$ cat src/rtl/pcs_tx_pkg.sv
// rtl/pcs_tx_pkg.sv - shared 40GBASE-R PCS transmit constants, AM byte table and BIP8 helper
package pcs_tx_pkg;

  localparam int PKG_HEAD_W  = 2;
  localparam int PKG_DATA_W  = 64;
  localparam int PKG_BLOCK_W = PKG_HEAD_W + PKG_DATA_W;
  localparam int AM_LANE_N   = 4;

  // header bit0 is transmitted first
  localparam logic [PKG_HEAD_W-1:0] SYNC_CTRL = 2'b01;
  localparam logic [PKG_HEAD_W-1:0] SYNC_DATA = 2'b10;

  localparam logic [7:0] AM_LANE_M [AM_LANE_N][3] = '{
    '{8'h90, 8'h76, 8'h47},
    '{8'hF0, 8'hC4, 8'hE6},
    '{8'hC5, 8'h65, 8'h9B},
    '{8'hA2, 8'h79, 8'h3D}
  };

  // blk = {payload, header}; header bits fold into BIP bits 3 and 4
  function automatic logic [7:0] bip8(input logic [PKG_BLOCK_W-1:0] blk);
    logic [7:0] b;
    b = 8'h00;
    for (int k = 0; k < PKG_DATA_W / 8; k++) begin
      b = b ^ blk[PKG_HEAD_W + 8*k +: 8];
    end
    b[3] = b[3] ^ blk[0];
    b[4] = b[4] ^ blk[1];
    return b;
  endfunction

endpackage

$ cat src/rtl/am_bip_tx.sv
// rtl/am_bip_tx.sv - per-lane running BIP8 accumulator for alignment-marker insertion
module am_bip_tx
  import pcs_tx_pkg::*;
(
  input  logic                   clk,
  input  logic                   nreset,
  input  logic                   data_v,
  input  logic                   am_v,
  input  logic [PKG_BLOCK_W-1:0] blk,
  output logic [7:0]             acc
);

  // a marker restarts the accumulation with its own parity
  always_ff @(posedge clk) begin
    if (nreset) begin
      acc <= 8'h00;
    end else if (am_v) begin
      acc <= bip8(blk);
    end else if (data_v) begin
      acc <= acc ^ bip8(blk);
    end
  end

endmodule

$ cat src/rtl/am_insert_tx.sv
// rtl/am_insert_tx.sv - 40GBASE-R transmit alignment-marker insertion across all lanes
module am_insert_tx
  import pcs_tx_pkg::*;
#(
  parameter int LANE_N   = 4,
  parameter int HEAD_W   = 2,
  parameter int DATA_W   = 64,
  parameter int BLOCK_W  = HEAD_W + DATA_W,
  parameter int AM_GAP_N = 16383,
  parameter int CNT_W    = $clog2(AM_GAP_N + 1)
) (
  input  logic                     clk,
  input  logic                     nreset,
  input  logic                     valid_i,
  input  logic [LANE_N*HEAD_W-1:0] head_i,
  input  logic [LANE_N*DATA_W-1:0] data_i,
  output logic                     ready_o,
  output logic                     valid_o,
  output logic                     marker_v_o,
  output logic [LANE_N*HEAD_W-1:0] head_o,
  output logic [LANE_N*DATA_W-1:0] data_o
);

  logic             am_pending;
  logic [CNT_W-1:0] cnt;
  logic             data_v;

  logic [LANE_N*HEAD_W-1:0] am_head;
  logic [LANE_N*DATA_W-1:0] am_data;

  assign ready_o = ~am_pending & ~nreset;
  assign data_v  = ~am_pending & valid_i;

  for (genvar l = 0; l < LANE_N; l++) begin : g_lane
    logic [7:0]         bip;
    logic [BLOCK_W-1:0] bip_blk;

    assign am_head[l*HEAD_W +: HEAD_W] = SYNC_CTRL;
    assign am_data[l*DATA_W +: DATA_W] = {
      ~bip, ~AM_LANE_M[l][2], ~AM_LANE_M[l][1], ~AM_LANE_M[l][0],
       bip,  AM_LANE_M[l][2],  AM_LANE_M[l][1],  AM_LANE_M[l][0]
    };

    // the accumulator sees exactly the block that goes to the output register
    assign bip_blk = am_pending
      ? {am_data[l*DATA_W +: DATA_W], am_head[l*HEAD_W +: HEAD_W]}
      : {data_i[l*DATA_W +: DATA_W], head_i[l*HEAD_W +: HEAD_W]};

    am_bip_tx u_bip (
      .clk    (clk),
      .nreset (nreset),
      .data_v (data_v),
      .am_v   (am_pending),
      .blk    (bip_blk),
      .acc    (bip)
    );
  end

  always_ff @(posedge clk) begin
    if (nreset) begin
      valid_o    <= 1'b0;
      marker_v_o <= 1'b0;
      head_o     <= '0;
      data_o     <= '0;
      cnt        <= '0;
      am_pending <= 1'b1;
    end else if (am_pending) begin
      valid_o    <= 1'b1;
      marker_v_o <= 1'b1;
      head_o     <= am_head;
      data_o     <= am_data;
      am_pending <= 1'b0;
    end else if (valid_i) begin
      valid_o    <= 1'b1;
      marker_v_o <= 1'b0;
      head_o     <= head_i;
      data_o     <= data_i;
      if (cnt == CNT_W'(AM_GAP_N - 1)) begin
        cnt        <= '0;
        am_pending <= 1'b1;
      end else begin
        cnt <= cnt + 1'b1;
      end
    end else begin
      valid_o    <= 1'b0;
      marker_v_o <= 1'b0;
    end
  end

endmodule

$ cat config.mk
export PLATFORM = sky130hd
export DESIGN_NAME = am_insert_tx
export DESIGN_NICKNAME = d
export VERILOG_FILES = /design/src/rtl/pcs_tx_pkg.sv /design/src/rtl/am_bip_tx.sv /design/src/rtl/am_insert_tx.sv
export SDC_FILE = /design/constraint.sdc
export NUM_CORES = 1
export LEC_CHECK = 0
export CORE_AREA = 2 2 207 209
export DETAILED_ROUTE_END_ITERATION = 7
export DIE_AREA = 0 0 209 211
export HOLD_SLACK_MARGIN = 0.02
export MAX_ROUTING_LAYER = met4
export PLACE_DENSITY = 0.63
export REMOVE_ABC_BUFFERS = 1
export SYNTH_ARGS = -nofsm -noshare
export SYNTH_HDL_FRONTEND = slang
export SYNTH_SLANG_ARGS = --single-unit
$ cat constraint.sdc
create_clock -name clk -period 4.5 [get_ports clk]
set_input_delay 1.125 -clock clk [delete_from_list [all_inputs] [get_ports clk]]
set_output_delay 1.125 -clock clk [all_outputs]
set_load 0.01 [all_outputs]
==> results_dict.tcl, run 1 <==
set metrics [dict create \
    ys_async_sr_fraction_pct 0 \
    number_of_flops_mapped_to_enable_cells_by_yosys 0 \
    overall_die_width_um 209 \
    cts_hold_buffers 0 \
    cts_buffer_depth 3 \
    synth_top_area_cell "sky130_fd_sc_hd__dfxtp_1" \
    startpoint_type "primary input" \
    count_of_boundary_i_o_pins 534 \
    clk_pin_slew_ns 0.06 \
    total_leakage_power_nw 8.07 \
    first_global_vias 12100 \
    worst_setup_path_class "primary input to output pin" \
    timing.final.max_slew_violations 0 \
    dr_total_vias 11800 \
    p_comb_share_pct 20.9 \
    worst_ep_arrival_time_ns 2.19 \
    dr.first_iter.drc_count 351 \
    design.die.area_mm2 0.0441 \
    fin_setup_tns_ns 0 \
    min_delay_path_depth 1 \
    internal_power_mw 5.67 \
    hold_violations 0 \
    critPathMaxFanout 3 \
    setup_viol 0 \
    grt_antenna_before_repair 2 \
    avgRoutedWirePerCell_um 18.1 \
    nNetsFinal 2175 \
    routabilityCongestion 0.810 \
    avgViaCountPerCell 4.77 \
    routed_wl_um 44700 \
    die-height_um 211 \
    grt.met3_usage_pct 6.07 \
    initial_core_util_pct 33.4 \
    hpwl_um 31800 \
    post_place_setup_slack_ns 1.17 \
    grt_start_max_net_pins 89 \
    worstHoldPathType "flip-flop to flip-flop" \
    synth_area_leaders "sky130_fd_sc_hd__dfxtp_1 45%, sky130_fd_sc_hd__mux2i_1 16%, sky130_fd_sc_hd__xnor2_1 14%, sky130_fd_sc_hd__a21oi_1 5.6%, sky130_fd_sc_hd__nor2_1 4.7%" \
    worst_clock_skew_ns 0.0147 \
    share_of_the_synthesized_area_in_the_top_cell_type_pct 44.9 \
    remaining_routing_drc_violations 0 \
    cts-buffers-inserted 37 \
    synth_to_layout_area_growth_pct 49.9 \
    power.ir.vdd_worst_mv 0.295 \
    grt_first_pass_wirelength_um 68200 \
    leading_cell_type_by_number_of_instances_after_synthesis "sky130_fd_sc_hd__dfxtp_1" \
    power.density_mw_per_mm2 367 \
    timing.critical_path.to_type "output pin" \
    fmax_ghz 0.302 \
    timing.reg2reg.worst_path_depth 4 \
    avgSynthCellArea_um2 9.82 \
    power.switching_mw 2.00 \
    maxSlewHeadroom_pct 24.0 \
    final.min_clock_period_ns 3.31 \
    synth_flop_cell "sky130_fd_sc_hd__dfxtp_1" \
    seq_power_share_pct 39.7 \
    required_ns 3.38 \
    h-tree-depth 2 \
    grtUsageMet1_pct 22.8 \
    port_buffers 533 \
    post_cts_resized 0 \
    netlist-cell-type-count 32 \
    grt_use_met2_pct 34.0 \
    worst_skew_pair.late_latency_ns 0.54 \
    postCtsSetupBuffers 0 \
    layout_cell_share_with_drive_strength_beyond_1_pct 4.19 \
    worstMarginPinSlew_ns 1.14 \
    postSynthRegisterBits 313 \
    final_critical_path_setup_slack_ns 1.19 \
    grt_overflow_total 0 \
    yosys_warnings 0 \
    globalRoute.busiestLayer "met2" \
    grtUsageTotal_pct 20.2 \
    cts_tree "yes" \
    clock_sink_count 313 \
    post_route_fraction_of_the_period_consumed_by_the_critical_path_pct 73.6 \
    placeableCoreArea_mm2 0.0418 \
    drt_pass1_iterations 5 \
    outcome "finished clean" \
    cell_types_with_the_highest_counts_after_synthesis "313 x sky130_fd_sc_hd__dfxtp_1, 228 x sky130_fd_sc_hd__mux2i_1, 218 x sky130_fd_sc_hd__xnor2_1" \
    postSynthCellCount 1421 \
    swShare_pct 26.1 \
    unrepaired_setup_endpoints_after_global_routing "no" \
    synth.cell_area_mm2 0.0139 \
    clkPwrFrac_pct 39.5 \
    core.rowCount 75 \
    postRouteAntennaNets 0 \
    ys_seq_area_share_pct 44.9 \
    cts.root.buffer_cell "sky130_fd_sc_hd__clkbuf_16" \
    drv_cap 0 \
]
## area by class of cell
cell class,instances,area (um^2)
repair buffers,546,5480
diodes,1,2.50
inverters,9,36.3
fillers,3833,20800
multi-input cells,999,7230
flip-flops and latches,313,6270
clock buffers,55,1120
clock inverters,10,108
well taps,539,674
## stage by stage
step | hold WS (ns) | total power [mW] | cells | cell area, um^2 | util, %
6_report | 0.435 | 7.67 | 2472 | 20900 | 50.1
4_1_cts | 0.438 | 7.79 | 2471 | 20900 | 50.1
3_3_place_gp | 0.422 | 4.69 | 2406 | 19700 | 47.1
2_1_floorplan | 0.410 | 3.87 | 1321 | 13500 | -
5_1_grt | 0.474 | 8.03 | 2472 | 20900 | 50.1
3_5_place_dp | 0.428 | 4.71 | 2406 | 19700 | 47.1
## registers in the layout, indices dropped and copies added (netlist names)
signal            flops
am_pending            1
valid_o               1
head_o                8
g_lane.u_bip.acc     32
marker_v_o            1
cnt                  14
data_o              256
## critical path: stages
cell and delay [ns]:
sky130_fd_sc_hd__buf_6 0.11, sky130_fd_sc_hd__or2_4 0.24, sky130_fd_sc_hd__inv_1 0.12, sky130_fd_sc_hd__clkdlybuf4s50_1 0.58
## layout by cell type (no fill, tap or decap), types with 2 or more instances in the layout
| master | count |
|---|---|
| sky130_fd_sc_hd__nand3_1 | 7 |
| sky130_fd_sc_hd__xnor3_1 | 6 |
| sky130_fd_sc_hd__bufinv_16 | 2 |
| sky130_fd_sc_hd__nor2b_1 | 36 |
| sky130_fd_sc_hd__a21oi_1 | 157 |
| sky130_fd_sc_hd__nor2_1 | 175 |
| sky130_fd_sc_hd__and3_1 | 2 |
| sky130_fd_sc_hd__buf_12 | 3 |
| sky130_fd_sc_hd__o21ai_0 | 26 |
| sky130_fd_sc_hd__a31o_2 | 2 |
| sky130_fd_sc_hd__a31oi_1 | 4 |
| sky130_fd_sc_hd__mux2i_1 | 228 |
| sky130_fd_sc_hd__clkdlybuf4s50_1 | 531 |
| sky130_fd_sc_hd__xor2_1 | 15 |
| sky130_fd_sc_hd__nand2_1 | 6 |
| sky130_fd_sc_hd__clkbuf_16 | 39 |
| sky130_fd_sc_hd__buf_4 | 10 |
| sky130_fd_sc_hd__a21o_1 | 4 |
| sky130_fd_sc_hd__or3_1 | 26 |
| sky130_fd_sc_hd__xnor2_1 | 218 |
| sky130_fd_sc_hd__nand4_1 | 3 |
| sky130_fd_sc_hd__clkbuf_1 | 8 |
| sky130_fd_sc_hd__a211oi_1 | 75 |
| sky130_fd_sc_hd__inv_1 | 7 |
| sky130_fd_sc_hd__ha_1 | 2 |
| sky130_fd_sc_hd__clkinv_2 | 6 |
| sky130_fd_sc_hd__clkbuf_8 | 8 |
| sky130_fd_sc_hd__dfxtp_1 | 312 |
## worst paths after layout
| path | startpoint | to | slack [ns] |
|---|---|---|---|
| worst max-delay path | nreset | ready_o | 1.19 |
| worst min-delay path | g_lane[2].u_bip.acc[3] | data_o[187] | 0.44 |
| worst max register to register | am_pending | data_o[104] | 2.19 |
| worst min register to register | g_lane[2].u_bip.acc[3] | data_o[187] | 0.44 |
## power groups by stage
stage	Clock (mW)	Combinational, mW	Sequential (mW)
after floorplan	0	0.702	3.17
after global placement	0	1.60	3.10
after detailed placement	0	1.61	3.10
after global routing	3.24	1.73	3.07
final	3.03	1.60	3.04
after CTS	3.12	1.62	3.04
## cell families after synthesis
group	synth area share [%]
flops	44.9
compound gates	11.2
simple gates	8.48
xor+xnor	15.6
mux	16.4
buf+inv	3.26
fa+ha+maj	0.179
## layer usage
layer	vias up	routed length (um)
li1	5854	-
met1	5501	18400
met2	344	21700
met3	81	3300
met4	0	1350
met5	-	0
No activity file was read; power rests on OpenSTA's default activity.
==> run 2: changes to the inputs <==
--- a/config.mk
+++ b/config.mk
@@ -5,12 +5,12 @@
 export SDC_FILE = /design/constraint.sdc
 export NUM_CORES = 1
 export LEC_CHECK = 0
-export CORE_AREA = 2 2 207 209
+export CORE_AREA = 2 2 210 212
 export DETAILED_ROUTE_END_ITERATION = 7
-export DIE_AREA = 0 0 209 211
+export DIE_AREA = 0 0 212 214
 export HOLD_SLACK_MARGIN = 0.02
 export MAX_ROUTING_LAYER = met4
-export PLACE_DENSITY = 0.63
+export PLACE_DENSITY = 0.61
 export REMOVE_ABC_BUFFERS = 1
 export SYNTH_ARGS = -nofsm -noshare
 export SYNTH_HDL_FRONTEND = slang
==> constraint.sdc (replaced) <==
create_clock -name clk -period 3.5 [get_ports clk]
set_input_delay 0.875 -clock clk [delete_from_list [all_inputs] [get_ports clk]]
set_output_delay 0.875 -clock clk [all_outputs]
set_load 0.01 [all_outputs]
==> run 2 against run 1 <==
Sequential cell count is the same. Via count shrank 0.70%. Sequential share of layout area shrank 0.16 points. Worst setup slack lost 0.48 ns. First-iteration DRC count shrank 8.3%. Critical endpoint unchanged. Largest power group is now clock. Highest routed layer unchanged.
==> results_dict.tcl, run 2 (synthesized netlist as in run 1, its figures left out) <==
set metrics [dict create \
    outcome "finished clean" \
    grt_start_max_net_pins 172 \
    h-tree-depth 2 \
    layout_common_cells "531 x sky130_fd_sc_hd__clkdlybuf4s50_1, 312 x sky130_fd_sc_hd__dfxtp_1, 228 x sky130_fd_sc_hd__mux2i_1" \
    worstHoldPathType "flip-flop to flip-flop" \
    first_global_vias 12100 \
    dp_cells 2455 \
    post-layout-total-power_mw 9.94 \
    nNetsFinal 2179 \
    post_place_setup_slack_ns 0.679 \
    placeableCoreArea_mm2 0.0429 \
    port_buffers 533 \
    setup_viol 0 \
    timing.reg2reg.worst_path_depth 6 \
    clk_pin_slew_ns 0.06 \
    cts_tree "yes" \
    hpwl_um 32100 \
    routed_wl_um 45600 \
    worst_ep_arrival_time_ns 1.92 \
    worst_skew_pair.late_latency_ns 0.53 \
    cts.root.buffer_cell "sky130_fd_sc_hd__clkbuf_16" \
    post_dp_cell_area_mm2 0.0198 \
    remaining_routing_drc_violations 0 \
    final.min_clock_period_ns 2.80 \
    drt_pass1_iterations 4 \
    initial_core_util_pct 32.5 \
    grt_first_pass_wirelength_um 69200 \
    drv_cap 0 \
    timing.final.max_slew_violations 0 \
    power.density_mw_per_mm2 473 \
    clock_sink_count 313 \
    min_delay_path_depth 1 \
    grtUsageTotal_pct 20.1 \
    cts-buffers-inserted 38 \
    grt_overflow_total 0 \
    design.die.area_mm2 0.0454 \
    dr.first_iter.drc_count 322 \
    largest_register_ff_count 256 \
    top_register "data_o" \
    fmax_ghz 0.357 \
    final_critical_path_setup_slack_ns 0.702 \
    finish.instance_area_mm2 0.0210 \
    post_cts_resized 0 \
    cts_buffer_depth 3 \
    count_of_boundary_i_o_pins 534 \
    post_route_fraction_of_the_period_consumed_by_the_critical_path_pct 79.9 \
    cts_hold_buffers 0 \
    worst_setup_path_class "primary input to output pin" \
    dr_total_vias 11700 \
    power.ir.vdd_worst_mv 0.334 \
    routabilityCongestion 0.813 \
    required_ns 2.62 \
    postCtsSetupBuffers 0 \
    core.rowCount 76 \
    postRouteAntennaNets 0 \
    grt_antenna_before_repair 0 \
    unrepaired_setup_endpoints_after_global_routing "no" \
    hold_violations 0 \
    avgViaCountPerCell 4.64 \
    final_common_cell "sky130_fd_sc_hd__clkdlybuf4s50_1" \
    timing.critical_path.to_type "output pin" \
    synth_to_layout_area_growth_pct 50.7 \
    startpoint_type "primary input" \
    layout_cell_share_with_drive_strength_beyond_1_pct 4.23 \
    reg_top3 "data_o: 256 flops, g_lane.u_bip.acc: 32 flops, cnt: 14 flops" \
    worst_clock_skew_ns 0.0121 \
    worstMarginPinSlew_ns 1.01 \
    final-instance-count-excl-fill 2523 \
    avgRoutedWirePerCell_um 18.1 \
    total_leakage_power_nw 8.09 \
    die-height_um 214 \
    overall_die_width_um 212 \
    maxSlewHeadroom_pct 32.4 \
    critPathMaxFanout 3 \
]
[run 2: cell types whose count changed in the layout (fill, tap and decap cells not counted), sizes merged]
cell / before / now
clkinv: 7 / 1
clkbuf: 55 / 62
buf: 15 / 18
inv: 10 / 11
[run 2: report_power, final]
group	switching, mW	leakage, nW	internal [mW]
clock network	1.54	0.615	2.43
logic	0.907	4.89	1.15
registers	0.127	2.59	3.79
total	2.57	8.09	7.37
[run 2: worst max-delay path, cell delays in order]
cell	delay (ns)
sky130_fd_sc_hd__buf_6	0.11
sky130_fd_sc_hd__or2_4	0.24
sky130_fd_sc_hd__inv_1	0.12
sky130_fd_sc_hd__clkdlybuf4s50_1	0.57
[run 2: final cells by class]
| cell class | count | area, um^2 |
|---|---|---|
| fill | 4005 | 21900 |
| inverter | 9 | 36.3 |
| tap | 585 | 732 |
| clock buffer | 62 | 1170 |
| sequential | 313 | 6270 |
| clock inverter | 5 | 80.1 |
| antenna | 1 | 2.50 |
| timing repair buffer | 549 | 5500 |
| multi-input combinational | 999 | 7230 |
[run 2: worst paths after layout]
kind,start,to,slack [ns]
worst max register to register,am_pending,cnt[9],1.36
worst min register to register,g_lane[1].u_bip.acc[3],data_o[123],0.44
worst max-delay path,nreset,ready_o,0.70
worst min-delay path,g_lane[1].u_bip.acc[3],data_o[123],0.44
[run 2: metrics by stage]
step / utilization (%) / setup TNS, ns / hold slack (ns)
final: 49.0 / 0 / 0.439
after global routing: 49.0 / 0 / 0.469
after CTS: 49.0 / 0 / 0.441
after detailed placement: 46.1 / 0 / 0.432
after global placement: 46.1 / 0 / 0.424
after floorplan: - / -153.46 / 0.410
[run 2: per-layer routing]
| layer | share of wire [%] | routed length (um) | up-vias | track usage, % |
|---|---|---|---|---|
| met4 | 2.8 | 1260 | 0 | 6.83 |
| met5 | 0 | 0 | - | - |
| met1 | 41 | 18500 | 5435 | 21.9 |
| met3 | 8.5 | 3890 | 71 | 6.80 |
| li1 | - | - | 5846 | - |
| met2 | 48 | 22000 | 345 | 34.0 |
==> run 3: changes to the inputs <==
==> constraint.sdc (replaced) <==
create_clock -name clk -period 2.85 [get_ports clk]
set_input_delay 0.7125 -clock clk [delete_from_list [all_inputs] [get_ports clk]]
set_output_delay 0.7125 -clock clk [all_outputs]
set_load 0.01 [all_outputs]
==> run 3 against run 2 <==
Hold slack about the same. Non-clock buffer count increased by 6. Sequential share of layout area decreased by 0.19 points. Cell count increased by 0.48%. Clock-buffer cell count decreased by 1. Critical path type is now flip-flop to output pin. Highest routed layer unchanged.
==> results_dict.tcl, run 3 (synthesized netlist as in run 1, its figures left out) <==
set metrics [dict create \
    outcome "finished clean" \
    required_ns 2.14 \
    count_of_boundary_i_o_pins 534 \
    r2r-end "cnt[9]" \
    dr_total_vias 11800 \
    h-tree-depth 2 \
    min_delay_path_depth 1 \
    worstHoldPathType "flip-flop to flip-flop" \
    final.min_clock_period_ns 2.57 \
    nNetsFinal 2186 \
    fmax_ghz 0.389 \
    cts-buffers-inserted 39 \
    crit_chain "or2_4 > inv_1 > clkdlybuf4s50_1" \
    postRouteAntennaNets 0 \
    unrepaired_setup_endpoints_after_global_routing "no" \
    first_global_vias 12200 \
    worst_path_largest_cell_delay_ns 0.57 \
    avgViaCountPerCell 4.67 \
    layout_cell_share_with_drive_strength_beyond_1_pct 4.62 \
    clk_pin_slew_ns 0.06 \
    reg_top3 "data_o: 256 flops, g_lane.u_bip.acc: 32 flops, cnt: 14 flops" \
    drv_cap 0 \
    cts_buffer_depth 3 \
    hold_violations 0 \
    largest_register_ff_count 256 \
    timing.reg2reg.worst_path_depth 6 \
    cts_hold_buffers 0 \
    timing.critical_path.to_type "output pin" \
    grt_first_pass_wirelength_um 70200 \
    power.density_mw_per_mm2 583 \
    routed_wl_um 46200 \
    worst_ep_arrival_time_ns 1.86 \
    overall_die_width_um 212 \
    rrSetupSlack_ns 0.87 \
    port_buffers 533 \
    design.die.area_mm2 0.0454 \
    fin_setup_tns_ns 0 \
    remaining_routing_drc_violations 0 \
    post_dp_cell_area_mm2 0.0199 \
    worstMarginPinSlew_ns 0.928 \
    regToRegStartpoint "am_pending" \
    worst_setup_path_class "flip-flop to output pin" \
    post-layout-total-power_mw 12.3 \
    synth_to_layout_area_growth_pct 51.7 \
    min_delay_worst_endpoint "data_o[251]" \
    grt_overflow_total 0 \
    dr.first_iter.drc_count 415 \
    startpoint_type "flip-flop" \
    final_common_cell "sky130_fd_sc_hd__clkdlybuf4s50_1" \
    maxSlewHeadroom_pct 38.1 \
    cts.root.buffer_cell "sky130_fd_sc_hd__clkbuf_16" \
    avgRoutedWirePerCell_um 18.2 \
    timing.final.max_slew_violations 0 \
    top_register "data_o" \
    min-delay-start "g_lane[3].u_bip.acc[3]" \
    postCtsSetupBuffers 0 \
    post_cts_resized 0 \
    placeableCoreArea_mm2 0.0429 \
    hpwl_um 32600 \
    routabilityCongestion 0.828 \
    post_route_fraction_of_the_period_consumed_by_the_critical_path_pct 90.2 \
    finish.instance_area_mm2 0.0212 \
    worst_skew_pair.late_latency_ns 0.54 \
    grt_antenna_before_repair 3 \
    grt_start_max_net_pins 172 \
    clock_sink_count 313 \
    power.ir.vdd_worst_mv 0.450 \
    layout_common_cells "531 x sky130_fd_sc_hd__clkdlybuf4s50_1, 312 x sky130_fd_sc_hd__dfxtp_1, 228 x sky130_fd_sc_hd__mux2i_1" \
    drt_pass1_iterations 4 \
    worst_clock_skew_ns 0.0172 \
    die-height_um 214 \
    core.rowCount 76 \
    total_leakage_power_nw 8.16 \
    initial_core_util_pct 32.5 \
    cts_tree "yes" \
    grtUsageTotal_pct 20.4 \
    crit_slowest_cell "sky130_fd_sc_hd__clkdlybuf4s50_1" \
    critPathMaxFanout 3 \
    setup_viol 0 \
]
-- run 3: cell types whose count changed in the layout (fill, tap and decap cells not counted), sizes merged --
cell    delta
buf        +6
clkinv     +4
diode      +2
bufinv     +1
clkbuf     -1
-- run 3: per-stage QoR --
stage	cells	hold WS, ns	utilization (%)	setup slack [ns]
floorplan	1321	0.410	-	-2.00
global placement	2461	0.426	46.3	0.353
detailed placement	2461	0.431	46.3	0.337
CTS	2532	0.440	49.3	0.214
global route	2535	0.451	49.3	0.189
finish	2535	0.439	49.3	0.280
-- run 3: where the power goes --
group / internal [mW] / leakage [nW] / switching (mW)
clock network: 3.05 / 0.634 / 1.92
logic: 1.43 / 4.94 / 1.12
registers: 4.65 / 2.59 / 0.159
total: 9.14 / 8.16 / 3.19
-- run 3: routing by layer --
layer,GRT usage (%),share of wire (%),vias up
met4,6.95,2.7,0
met5,-,0,-
met1,22.5,40,5545
met2,34.2,49,348
li1,-,-,5872
met3,6.64,8.4,65
-- run 3: layout make-up --
type,instances,area [um^2]
sequential,313,6270
multi-input combinational,999,7230
clock inverter,10,148
fill,4026,21700
timing repair buffer,555,5580
tap,585,732
inverter,9,36.3
antenna,3,7.51
clock buffer,61,1150
-- run 3: critical path: cells and delay by family, from the launching register on --
kind,cells,cell delay (ns)
buffers and inverters,2,0.70
flip-flops,1,0.34
AND/OR/NAND/NOR,1,0.28
-- run 3: worst max-delay path by stage --
stage	startpoint	to	slack, ns	cells past startpoint
finish	am_pending	ready_o	0.28	3
global route	am_pending	ready_o	0.19	3
CTS	am_pending	ready_o	0.21	3
detailed placement	nreset	ready_o	0.34	4
global placement	nreset	ready_o	0.35	4
floorplan	am_pending	ready_o	-2.00	2
